--- src/rtl/enable_receiver.sv ---
// Consumer of the staggered ena_1/ena_2/ena_3 sequence in the clkB domain: checks legality,
// captures one sample per stage and returns a result word plus a toggle ack. Optional VOTE_EN.
module enable_receiver #(
  parameter int W  = 8,
  parameter int CW = 4
) (
  input  logic          clkB,
  input  logic          rst_n,
  input  logic          ena_1,
  input  logic          ena_2,
  input  logic          ena_3,
  input  logic          done,
  input  logic [W-1:0]  data_in,
  input  logic          err_clr,
  output logic [W-1:0]  data_out,
  output logic          valid,
  output logic          ack_tgl,
  output logic          err,
  output logic          mismatch,
  output logic [CW-1:0] seq_cnt,
  output logic          busy
);

  typedef enum logic [2:0] {IDLE, S1, S2, S3, DONE, ERR} state_t;

  state_t        state_q, state_d;
  logic [2:0]    pat;
  logic          finish;
  logic [W-1:0]  s3_q;
  logic [W-1:0]  result;
  logic [W-1:0]  data_out_q;
  logic          valid_q, ack_q, err_q, busy_q;
  logic [CW-1:0] cnt_q;

  assign pat    = {ena_1, ena_2, ena_3};
  assign finish = (state_q == S3) && (pat == 3'b000) && done;

  always_comb begin
    state_d = state_q;
    case (state_q)
      IDLE: begin
        if (pat == 3'b000 && !done)      state_d = IDLE;
        else if (pat == 3'b111 && !done) state_d = S1;
        else                             state_d = ERR;
      end
      S1:   state_d = (pat == 3'b011 && !done) ? S2 : ERR;
      S2:   state_d = (pat == 3'b001 && !done) ? S3 : ERR;
      S3:   state_d = finish ? DONE : ERR;
      DONE: begin
        if (pat == 3'b000 && done)       state_d = DONE;
        else if (pat == 3'b000 && !done) state_d = IDLE;
        else if (pat == 3'b111 && !done) state_d = S1;
        else                             state_d = ERR;
      end
      ERR:  state_d = (pat == 3'b000 && !done) ? IDLE : ERR;
      default: state_d = ERR;
    endcase
  end

`ifdef VOTE_EN
  logic [W-1:0] s1_q, s2_q;
  logic         mismatch_q;

  assign result   = (s1_q & s2_q) | (s2_q & s3_q) | (s1_q & s3_q);
  assign mismatch = mismatch_q;

  always_ff @(posedge clkB or negedge rst_n) begin
    if (!rst_n) begin
      s1_q       <= '0;
      s2_q       <= '0;
      mismatch_q <= 1'b0;
    end else begin
      if (state_d == S1) s1_q <= data_in;
      if (state_d == S2) s2_q <= data_in;
      if (finish)        mismatch_q <= (s1_q != s2_q) | (s2_q != s3_q);
    end
  end
`else
  assign result   = s3_q;
  assign mismatch = 1'b0;
`endif

  // Stage states are never re-entered from themselves, so state_d alone marks a capture edge.
  always_ff @(posedge clkB or negedge rst_n) begin
    if (!rst_n) begin
      state_q    <= IDLE;
      s3_q       <= '0;
      data_out_q <= '0;
      valid_q    <= 1'b0;
      ack_q      <= 1'b0;
      err_q      <= 1'b0;
      cnt_q      <= '0;
      busy_q     <= 1'b0;
    end else begin
      state_q <= state_d;
      valid_q <= finish;
      busy_q  <= (state_d == S1) || (state_d == S2) || (state_d == S3);
      if (state_d == S3) s3_q <= data_in;
      if (finish) begin
        data_out_q <= result;
        ack_q      <= ~ack_q;
        cnt_q      <= cnt_q + CW'(1);
      end
      if (state_d == ERR && state_q != ERR) err_q <= 1'b1;
      else if (err_clr)                     err_q <= 1'b0;
    end
  end

  assign data_out = data_out_q;
  assign valid    = valid_q;
  assign ack_tgl  = ack_q;
  assign err      = err_q;
  assign seq_cnt  = cnt_q;
  assign busy     = busy_q;

endmodule

--- config.mk ---
export PLATFORM = sky130hd
export DESIGN_NAME = enable_receiver
export DESIGN_NICKNAME = d
export VERILOG_FILES = /design/src/rtl/enable_receiver.sv
export SDC_FILE = /design/constraint.sdc
export NUM_CORES = 1
export LEC_CHECK = 0
export ABC_AREA = 1
export CAP_MARGIN = 10
export CORE_ASPECT_RATIO = 1.1
export CORE_UTILIZATION = 43
export DETAILED_ROUTE_END_ITERATION = 8
export PLACE_DENSITY = 0.75
export SYNTH_ARGS = -nofsm -noshare
export SYNTH_HDL_FRONTEND = slang
export SYNTH_SLANG_ARGS = --single-unit
--- constraint.sdc ---
create_clock -name clkB -period 1.39 [get_ports clkB]
set_clock_uncertainty 0.15 [all_clocks]
set_input_delay 0.278 -clock clkB [delete_from_list [all_inputs] [get_ports clkB]]
set_output_delay 0.278 -clock clkB [all_outputs]
set_load 0.1 [all_outputs]
==> flow_summary.rst <==
.. list-table::
   :header-rows: 1

   * - Metric
     - Value
   * - Startpoint kind of the worst setup timing path
     - flop
   * - GRT met3 Usage
     - 0.0315
   * - Path type of the worst min-delay path
     - input pin to asynchronous set/reset pin
   * - Post-Synthesis Cell Area
     - roughly 1200 µm²
   * - Wire length of the first global-routing pass
     - between 4000 and 5000 µm
   * - Crit path from
     - state_q[2]
   * - Overall die area
     - 3080 µm²
   * - Sum of negative setup slack
     - -0.195 ns
   * - Core ar.
     - 2620 µm²
   * - Fmax
     - ~700 MHz
   * - Number of core rows
     - 19
   * - Max Buffers Root-to-Sink
     - 2
   * - Worst Setup EP
     - seq_cnt[3]
   * - Largest fanout on the critical path
     - 4
   * - Met2 layer usage reported by global route
     - 0.356
   * - Slack of the worst reg-to-reg path
     - -0.04 ns
   * - Met1 track utilization from global routing
     - 0.220
   * - Yosys warning total
     - 0
   * - Layout filler cell count
     - around 190
   * - Total global-route track usage
     - 0.194
   * - Type of the setup path with the least slack
     - flop to flop
   * - Clock-pin slew on the worst setup and hold paths
     - 0.13 ns
   * - Min Hold Slack
     - about 0.16 ns
   * - Post-route DRC violation count
     - 0
   * - H-tree level count
     - 1
   * - Status
     - complete, but fails checks
   * - Post-detailed-route via-to-cell ratio
     - 4.94
   * - Antenna violations before repair
     - 0
   * - Synth top area cells
     - dfrtp_1 55%, nand2_1 22%, inv_1 3.1%, xnor2_1 2.8%, nor2_2 2.5%
   * - Final #Nets
     - approximately 210
   * - Post-route core utilization
     - 0.752
   * - TritonCTS buffer count
     - 3
   * - Pin count of the biggest net entering global routing
     - 28
   * - Biggest area consumer among synthesized cells
     - dfrtp_1
   * - Antenna fix cells
     - 0
   * - Arrival time at the worst endpoint
     - approximately 1.5 ns
   * - Via count of the first global-routing pass
     - between 1000 and 1500
   * - Input/output buffers
     - 30
   * - CTS tree
     - yes
   * - Vias
     - 1127
   * - DR WL/cell
     - approximately 12 µm
   * - Logic depth of the worst register-to-register path
     - 7
   * - Worst endpoint required time
     - ~1.4 ns
   * - Pwr dens
     - ~1100 nW/µm²
   * - Netlist cell types
     - 18
   * - Max-cap violation count
     - 0
   * - Total nets after synthesis
     - 166
   * - Violations in the final reports
     - setup timing
   * - Crit end category
     - flop
   * - Top cell type's share of synthesized area
     - 0.549
   * - Final worst path period need
     - 1.43 ns
   * - Final period utilization
     - 1.03
   * - Detailed-routing iteration count for the pre-antenna-repair pass
     - 4
   * - Die Ht
     - ~58 µm
   * - Static Leak
     - between 1 and 1.5 nW
   * - Die extent in x
     - between 50 and 60 µm
   * - Setup repair after global routing missed its margin
     - yes
   * - Gate Count Post-Synth
     - 150
   * - Count of clock tree sinks
     - 27
   * - Highest ir drop seen on vdd
     - approximately 1500 µV
   * - Insertion delay of the later-clocked pin in the worst-skew pair
     - 0.30 ns
   * - Min setup slack post-route
     - -0.0431 ns
   * - Count of state elements after synthesis
     - 27
   * - Fin. max-slew vios
     - 0
   * - Share of post-route cells with drive strength above 1
     - 0.350
   * - Final routed wirelength across all metal layers
     - about 2800 µm
   * - I/O pin count
     - 32
   * - Final hold viol count
     - 0
   * - Most utilized layer in the global route result
     - met2
   * - Register area share after synthesis
     - 0.549
   * - Cell chosen for the clock root
     - clkbuf_4
   * - Grt ovf
     - 0
   * - Placer Congestion
     - approximately 0.84
   * - Iter 0 DRT Violations
     - 10
   * - Reg2reg start
     - state_q[2]
   * - # hold bufs at CTS
     - 0
   * - Average size of a mapped cell
     - approximately 8 µm²
   * - Detailed-placement wirelength estimate
     - slightly below 2000 µm
   * - Area added between synthesis and finish
     - 59.8%
   * - Detail Route Antenna Nets
     - 0
   * - Reg-to-Reg End
     - seq_cnt[3]
   * - Final setup violation count
     - 12
   * - Starting utilization of the core area
     - 0.470
==> sequential cells by signal, indices dropped and copies added, names as in the netlist <==
register and flops:
state_q 3, busy 1, err 1, ack_tgl 1, data_out 8, result 8
seq_cnt 4, valid 1
==> critical path: stages, from the launching register on <==
cell	delay [ns]
dfrtp_1	0.43
inv_2	0.12
nand3_2	0.08
nor2_2	0.13
nand2_2	0.10
inv_2	0.09
nand4_1	0.09
xnor2_1	0.14
==> layer usage <==
metal  up-vias  wire (µm)
met3         8        105
met2        36       1500
met4         0         65
li1        543          -
met1       540       1140
met5         -          0
==> cells in the final DEF (no fill, tap or decap), drive strengths merged <==
cell           instances
dlygate4sd2            4
o21ai                  2
clkdlybuf4s50         10
nand4                  2
conb                   1
a21oi                  1
nand2                 74
nand3                  6
clkbuf                 4
nor2                  14
xnor2                  4
dfrtp                 27
buf                   32
ha                     1
and2                   1
inv                   14
==> cells by family (layout without fill, tap and decap cells) <==
family	count (synthesis)	count (layout)	share of synthesized area
xor gates and xnor gates	4	4	0.0285
other	1	1	0.00305
AOI/OAI and AO/OA	3	3	0.0122
adders and majority gates	1	1	0.0102
and+or+nand+nor	97	97	0.338
buffers and inverters	17	64	0.0590
DFF	27	27	0.549
==> final cells by class <==
cell class,count,area (µm²),area share
well taps,31,38.8,0.0197
flip-flops and latches,27,682,0.347
clock buffers,4,26.3,0.0134
multi-input cells,106,556,0.283
inverters,14,55.1,0.0280
repair buffers,46,608,0.309
==> cells in the mapped netlist <==
master and number:
xnor2_1 4, nor2_8 1, nand4_1 2, nor2_2 5
buf_2 1, nor2_1 8, dfrtp_1 27, buf_4 2
nand2_1 71, nand2_2 3, inv_2 4, and2_1 1
conb_1 1, ha_1 1, inv_1 10, a21oi_1 1
o21ai_0 2, nand3_1 6
==> worst min-delay path by stage <==
stage	slack (ns)	start	cells past startpoint	end
floorplan	-0.17	rst_n	0	ack_tgl
global placement	0.30	result[0]	2	data_out[0]
detailed placement	0.31	result[3]	2	data_out[3]
CTS	0.16	rst_n	2	result[5]
global route	0.16	rst_n	2	busy
finish	0.16	rst_n	2	seq_cnt[0]
==> power breakdown <==
group	switching, mW	internal [mW]
combinational	0.570	0.391
sequential	0.0871	0.850
clock	0.206	0.112
==> timing repair <==
action / in CTS / in global routing
pin swaps: 4 / 4
setup endpoints to repair: 13 / 37
gates cloned: 0 / 0
resized for setup: 21 / 11
setup buffers: 2 / 6
==> per-stage QoR <==
| step | instances | setup WS (ns) | power (mW) | area [µm²] |
|---|---|---|---|---|
| after floorplan | 150 | 0.0202 | 1.40 | 1230 |
| after global placement | 216 | -0.328 | 1.66 | 1790 |
| after detailed placement | 216 | -0.399 | 1.70 | 1790 |
| after CTS | 222 | -0.000353 | 2.16 | 1880 |
| after global routing | 228 | -0.136 | 2.34 | 1970 |
| final | 228 | -0.0431 | 2.22 | 1970 |
(Power assumes the default switching activity.)
